--- src/rtl/hci_core_per_arbiter.sv ---
// rtl/hci_core_per_arbiter.sv - round-robin N:1 arbiter onto one peripheral port with in-order response routing
// Optional feature macro: HCI_PER_ARB_ERR_EN (sticky orphan-response flag on err_o)
module hci_core_per_arbiter #(
  parameter int NB_IN           = 4,
  parameter int MAX_OUTSTANDING = 4,
  parameter int AW              = 32,  // default hci address width
  parameter int DW              = 32,
  parameter int UW              = 2
) (
  input  logic                           clk_i,
  input  logic                           rst_i,
  input  logic                           clear_i,
  // requester ports
  input  logic [NB_IN-1:0]               slave_req,
  output logic [NB_IN-1:0]               slave_gnt,
  input  logic [NB_IN-1:0][AW-1:0]       slave_add,
  input  logic [NB_IN-1:0]               slave_wen,
  input  logic [NB_IN-1:0][DW-1:0]       slave_data,
  input  logic [NB_IN-1:0][DW/8-1:0]     slave_be,
  input  logic [NB_IN-1:0]               slave_lrdy,
  input  logic [NB_IN-1:0][UW-1:0]       slave_user,
  output logic [NB_IN-1:0]               slave_r_valid,
  output logic [NB_IN-1:0][DW-1:0]       slave_r_data,
  output logic [NB_IN-1:0]               slave_r_opc,
  output logic [NB_IN-1:0][UW-1:0]       slave_r_user,
  // shared peripheral port
  output logic                           master_req,
  input  logic                           master_gnt,
  output logic [AW-1:0]                  master_add,
  output logic                           master_wen,
  output logic [DW-1:0]                  master_data,
  output logic [DW/8-1:0]                master_be,
  output logic                           master_lrdy,
  output logic [UW-1:0]                  master_user,
  input  logic                           master_r_valid,
  input  logic [DW-1:0]                  master_r_data,
  input  logic                           master_r_opc,
  input  logic [UW-1:0]                  master_r_user,
  output logic                           err_o
);

  localparam int IW = $clog2(NB_IN);
  localparam int PW = $clog2(MAX_OUTSTANDING);
  localparam int CW = $clog2(MAX_OUTSTANDING + 1);

  logic [IW-1:0] prio_q;
  logic [IW-1:0] prio_d;
  logic [IW-1:0] winner;
  logic          any_req;
  logic [IW:0]   rr_sum;
  logic [IW-1:0] rr_cand;

  logic [IW-1:0] fifo_q [MAX_OUTSTANDING];
  logic [PW-1:0] wr_ptr_q;
  logic [PW-1:0] rd_ptr_q;
  logic [CW-1:0] count_q;
  logic          fifo_full;
  logic          fifo_empty;
  logic          push;
  logic          pop;
  logic [IW-1:0] head;

  assign fifo_full  = (count_q == CW'(MAX_OUTSTANDING));
  assign fifo_empty = (count_q == '0);
  assign head       = fifo_q[rd_ptr_q];

  // Round-robin pick: first requester at or after prio_q, wrapping modulo NB_IN.
  always_comb begin
    any_req = 1'b0;
    winner  = '0;
    rr_sum  = '0;
    rr_cand = '0;
    for (int i = 0; i < NB_IN; i++) begin
      rr_sum = {1'b0, prio_q} + (IW+1)'(i);
      if (rr_sum >= (IW+1)'(NB_IN)) begin
        rr_sum = rr_sum - (IW+1)'(NB_IN);
      end
      rr_cand = rr_sum[IW-1:0];
      if (!any_req && slave_req[rr_cand]) begin
        any_req = 1'b1;
        winner  = rr_cand;
      end
    end
  end

  // Priority moves just past the winner once it has been accepted.
  assign prio_d = (winner == IW'(NB_IN - 1)) ? '0 : winner + 1'b1;

  // Request is withheld while every routing slot is in use.
  assign master_req = any_req & ~fifo_full;
  assign push       = master_req & master_gnt;
  assign pop        = master_r_valid & ~fifo_empty;

  // Winner's request fields go to the shared port; all zero when idle.
  always_comb begin
    master_add  = '0;
    master_wen  = 1'b0;
    master_data = '0;
    master_be   = '0;
    master_lrdy = 1'b0;
    master_user = '0;
    if (any_req) begin
      master_add  = slave_add[winner];
      master_wen  = slave_wen[winner];
      master_data = slave_data[winner];
      master_be   = slave_be[winner];
      master_lrdy = slave_lrdy[winner];
      master_user = slave_user[winner];
    end
  end

  // Grant only the winner, and never while reset is asserted.
  always_comb begin
    slave_gnt = '0;
    if (push && !rst_i) begin
      slave_gnt[winner] = 1'b1;
    end
  end

  // Response goes straight to the requester at the FIFO head in the same cycle.
  always_comb begin
    slave_r_valid = '0;
    slave_r_data  = '0;
    slave_r_opc   = '0;
    slave_r_user  = '0;
    if (pop && !rst_i) begin
      slave_r_valid[head] = 1'b1;
      slave_r_data[head]  = master_r_data;
      slave_r_opc[head]   = master_r_opc;
      slave_r_user[head]  = master_r_user;
    end
  end

  // Arbitration pointer and routing-FIFO bookkeeping.
  always_ff @(posedge clk_i or posedge rst_i) begin
    if (rst_i) begin
      prio_q   <= '0;
      wr_ptr_q <= '0;
      rd_ptr_q <= '0;
      count_q  <= '0;
    end else if (clear_i) begin
      prio_q   <= '0;
      wr_ptr_q <= '0;
      rd_ptr_q <= '0;
      count_q  <= '0;
    end else begin
      if (push) begin
        prio_q   <= prio_d;
        wr_ptr_q <= wr_ptr_q + 1'b1;
      end
      if (pop) begin
        rd_ptr_q <= rd_ptr_q + 1'b1;
      end
      if (push && !pop) begin
        count_q <= count_q + 1'b1;
      end else if (!push && pop) begin
        count_q <= count_q - 1'b1;
      end
    end
  end

  // Routing storage; count_q gates every read, so no reset is needed here.
  always_ff @(posedge clk_i) begin
    if (push) begin
      fifo_q[wr_ptr_q] <= winner;
    end
  end

`ifdef HCI_PER_ARB_ERR_EN
  logic err_q;

  // Sticky flag for responses that arrive with nothing outstanding.
  always_ff @(posedge clk_i or posedge rst_i) begin
    if (rst_i) begin
      err_q <= 1'b0;
    end else if (clear_i) begin
      err_q <= 1'b0;
    end else if (master_r_valid && fifo_empty) begin
      err_q <= 1'b1;
    end
  end

  assign err_o = err_q;
`else
  assign err_o = 1'b0;
`endif

endmodule

--- config.mk ---
export PLATFORM = sky130hd
export DESIGN_NAME = hci_core_per_arbiter
export DESIGN_NICKNAME = d
export VERILOG_FILES = /design/src/rtl/hci_core_per_arbiter.sv
export SDC_FILE = /design/constraint.sdc
export NUM_CORES = 1
export LEC_CHECK = 0
export CAP_MARGIN = 15
export CELL_PAD_IN_SITES_DETAIL_PLACEMENT = 1
export CELL_PAD_IN_SITES_GLOBAL_PLACEMENT = 1
export CORE_AREA = 2 2 213 215
export CTS_CLUSTER_DIAMETER = 120
export CTS_CLUSTER_SIZE = 40
export DETAILED_ROUTE_END_ITERATION = 6
export DIE_AREA = 0 0 215 217
export PLACE_DENSITY_LB_ADDON = 0.1
export SLEW_MARGIN = 20
export SYNTH_ARGS = -nofsm -noshare
export SYNTH_HDL_FRONTEND = slang
export SYNTH_SLANG_ARGS = --single-unit
--- constraint.sdc ---
create_clock -name clk_i -period 2.8 [get_ports clk_i]
set_input_delay 0.56 -clock clk_i [delete_from_list [all_inputs] [get_ports clk_i]]
set_output_delay 0.56 -clock clk_i [all_outputs]
set_load 0.01 [all_outputs]
==> results of run 1 <==
==> final cells by class <==
class                           instances  area share
Timing Repair Buffer                  656      0.5633
Multi-Input combinational cell        426      0.3175
Tap cell                              600     0.06706
Sequential cell                        17     0.04158
Clock buffer                            3    0.006706
Inverter                                8    0.002682
Antenna cell                            3   0.0006706
Clock inverter                          1   0.0004471
==> worst max-delay path, cell delays in order, from the launching register on <==
cell,delay [ps]
dfrtp_1,400
mux4_2,580
buf_6,160
nand2_4,50
nor2_4,40
buf_12,130
buf_6,120
buf_16,130
buf_6,120
and2_4,140
buf_6,120
==> worst paths after layout <==
path	start	end	slack, ps	cells past startpoint
setup / recovery	rd_ptr_q[0]$_DFFE_PP0P_	slave_r_data[84]	-20	10
hold / removal	wr_ptr_q[1]$_DFFE_PP0P_	wr_ptr_q[1]$_DFFE_PP0P_	600	2
setup reg to reg	count_q[0]$_DFFE_PP0P_	count_q[2]$_DFFE_PP0P_	680	9
hold reg to reg	wr_ptr_q[1]$_DFFE_PP0P_	wr_ptr_q[1]$_DFFE_PP0P_	600	2
max in group asynchronous	rst_i	rd_ptr_q[1]$_DFFE_PP0P_	1910	4
min in group asynchronous	rst_i	prio_q[0]$_DFFE_PP0P_	750	4
==> cells by family after synthesis <==
family / Yosys count / share of synthesized area
simple gates: 178 / 0.2648
compound gates: 84 / 0.1370
flops: 17 / 0.1138
buf+inv: 56 / 0.07309
mux: 148 / 0.3682
xor+xnor: 6 / 0.01284
fa+ha+maj: 9 / 0.02936
other cells: 1 / 0.0009166
==> flip-flops by register name, summed over array words and instances, names as in the netlist <==
register	count
prio_q	2
fifo_q	8
wr_ptr_q	2
count_q	3
rd_ptr_q	2
==> per-layer routing <==
| layer | vias up | global-route usage | share of wire |
|---|---|---|---|
| met1 | 3010 | 0.1246 | 0.33 |
| li1 | 3020 | - | - |
| met4 | 8 | 0.01149 | 0.0041 |
| met2 | 308 | 0.2943 | 0.58 |
| met5 | - | 0 | 0.0015 |
| met3 | 16 | 0.04850 | 0.087 |
==> cells in the final DEF (no fill, tap or decap), types with 6 or more instances in the layout <==
cell	Yosys	routed
and2_1	145	140
buf_12	0	24
buf_16	0	15
buf_2	5	74
buf_4	15	50
buf_6	3	23
clkbuf_2	0	61
clkdlybuf4s15_1	0	18
clkdlybuf4s15_2	0	10
clkdlybuf4s50_1	0	326
dfrtp_1	9	9
dlygate4sd2_1	0	47
edfxtp_1	8	8
ha_1	8	8
inv_1	8	8
mux2i_1	146	134
mux2i_2	0	7
nor2_1	14	12
o22ai_1	72	65
o22ai_2	0	6
==> what timing repair did <==
action	CTS	global route
hold buffers	0	0
buffers inserted	25	10
endpoints found under the setup margin	221	154
cloned	14	2
pin swaps	14	24
gates resized for setup	521	235
==> per-stage QoR <==
stage	utilization	total power, mW	setup TNS, ps	hold WS, ps	instance area, um2
2_1_floorplan	-	1.932	0	408.7	4091
3_3_place_gp	0.2407	4.120	-88320	580.5	10760
3_5_place_dp	0.2407	4.089	-85750	600.8	10760
4_1_cts	0.2523	4.607	-700.3	613.4	11280
5_1_grt	0.2504	4.906	-1300	629.4	11190
6_report	0.2504	4.571	-32.03	595.9	11190
==> power breakdown <==
part / switching [mW] / internal (mW)
logic: 1.76 / 2.16
registers: 0.0495 / 0.324
clock network: 0.0906 / 0.191
==> results_tabular.tex, run 1 <==
\begin{tabular}{lr}
\hline
Metric & Value \\
\hline
\multicolumn{2}{l}{\textbf{Timing}} \\
Maximum clock frequency & 354.9 MHz \\
Number of endpoints failing setup at the final stage & 2 \\
Hold Vio Cnt, Final & 0 \\
Setup WS post-layout & -17.58 ps \\
Setup repair after global routing missed its margin & yes \\
Ratio of final minimum period to clock period & 1.006 \\
Final critical delay including setup and external delays & 2818 ps \\
Count of pins over their slew limit & 0 \\
Clock skew after layout & 7.227 ps \\
\multicolumn{2}{l}{\textbf{Final layout}} \\
Post-route non-filler standard cell count & 1,714 \\
Layout cells sized above 1 & 0.2781 \\
Layout overhead on the synthesized area & 173.6\% \\
Area used by sequential logic in the layout & 465.4 um2 \\
Filler cell count in the final layout & 5,266 \\
Final net count & 1,453 \\
Area used by multi-input combinational logic & 3555 um2 \\
\multicolumn{2}{l}{\textbf{Yosys}} \\
FFs w/ async S/R, synth & 0.5294 \\
Share of the yosys chip area belonging to registers & 0.1138 \\
Share of the synthesized area in the top cell type & 0.3572 \\
Seq cells post-synth & 17 \\
Post-synth design cell area & 4091 um2 \\
Synthesized netlist net count & 840 \\
Number of warnings reported in the yosys synthesis log & 0 \\
Dominant cell type by area after synthesis & mux2i\_1 \\
Syn avg cell area & 8.199 um2 \\
Ranking of synthesized cells by area & mux2i\_1 36\%, and2\_1 22\%, o22ai\_1 11\% \\
Number of instances in the synthesized netlist & 499 \\
Number of distinct library cells after synthesis & 37 \\
Number of synthesized flops with an enable pin & 8 \\
Leading cell types by count after synthesis & 146 x mux2i\_1, 145 x and2\_1, 72 x o22ai\_1, 23 x clkbuf\_1, 15 x buf\_4 \\
Most common cell in the synthesized netlist & mux2i\_1 \\
Most instantiated flip-flop cell in the synthesis netlist & dfrtp\_1 \\
\multicolumn{2}{l}{\textbf{Outcome}} \\
Violated checks & negative setup slack \\
Outcome & finished with violations \\
\multicolumn{2}{l}{\textbf{Place}} \\
Placement Setup Slack & -755.0 ps \\
I/O Buffers & 552 \\
Cell count after placement & 1,660 \\
Dpl hpwl & 28,200 um \\
Final weighted congestion in routability-driven placement & 0.8050 \\
\multicolumn{2}{l}{\textbf{Detailed routing}} \\
Residual DRC & 0 \\
1st-pass router iterations & 4 \\
Post-DR wirelength/cell & 20.30 um \\
Average via count per standard cell & 3.712 \\
Number of nets still failing antenna checks after routing & 0 \\
Vias & 6,362 \\
Number of violations reported at the end of detailed-routing iteration 0 & 137 \\
WL final & 34,800 um \\
\multicolumn{2}{l}{\textbf{Pwr}} \\
Total power divided by cell area & 408.3 nW/um2 \\
Pleak & 4.981 nW \\
Worst voltage drop across the vdd grid & 0.1668 mV \\
\multicolumn{2}{l}{\textbf{Die}} \\
Floorplan Core Area & 44,700 um2 \\
I/O pin count & 554 \\
Width of the die & 215 um \\
Die Area & 46,660 um2 \\
Die Y & 217 um \\
Starting Density & 0.09154 \\
Cell row count & 78 \\
\multicolumn{2}{l}{\textbf{Critical path}} \\
Highest net fanout along the worst path & 8 \\
Data required time at the worst endpoint & 2240 ps \\
Kind of end point of the critical path & output pin \\
Arrival time of the worst setup path & 2260 ps \\
Startpoint type of the worst setup path & register \\
Kind of critical path & register to output pin \\
\multicolumn{2}{l}{\textbf{Global route}} \\
Vias in the first global route & 6,748 \\
Global-route wire length before repair & 47,040 um \\
Total gr overflow & 0 \\
Maximum number of pins on one net before global-route repair & 37 \\
Total Routing Usage GR & 0.1370 \\
Antenna violations before repair & 7 \\
\multicolumn{2}{l}{\textbf{Clock network}} \\
Total number of H-tree levels & 1 \\
Clock net sink count & 17 \\
CTS tree & done \\
Post-CTS clock slew at the launch and capture registers of the worst setup and hold paths & 50 ps \\
Clock insertion delay at the later pin of the skew report & 250 ps \\
Total clock buffers created by CTS & 3 \\
Buffers from clock root to sink, at most & 2 \\
Buffer type at the clock tree root & clkbuf\_16 \\
\multicolumn{2}{l}{\textbf{Flow run}} \\
Number of maximum-capacitance constraint violations & 0 \\
\multicolumn{2}{l}{\textbf{Hold path}} \\
HP Class & register to register \\
\hline
\end{tabular}
No activity file was read; power rests on OpenSTA's default activity.
==> run 2, diff against run 1 <==
--- a/config.mk
+++ b/config.mk
@@ -10,7 +10,7 @@
 export CELL_PAD_IN_SITES_GLOBAL_PLACEMENT = 1
 export CORE_AREA = 2 2 213 215
 export CTS_CLUSTER_DIAMETER = 120
-export CTS_CLUSTER_SIZE = 40
+export CTS_CLUSTER_SIZE = 28
 export DETAILED_ROUTE_END_ITERATION = 6
 export DIE_AREA = 0 0 215 217
 export PLACE_DENSITY_LB_ADDON = 0.1
==> results of run 2 <==
The final DEF is identical to that of run 1; final timing and power are the same.
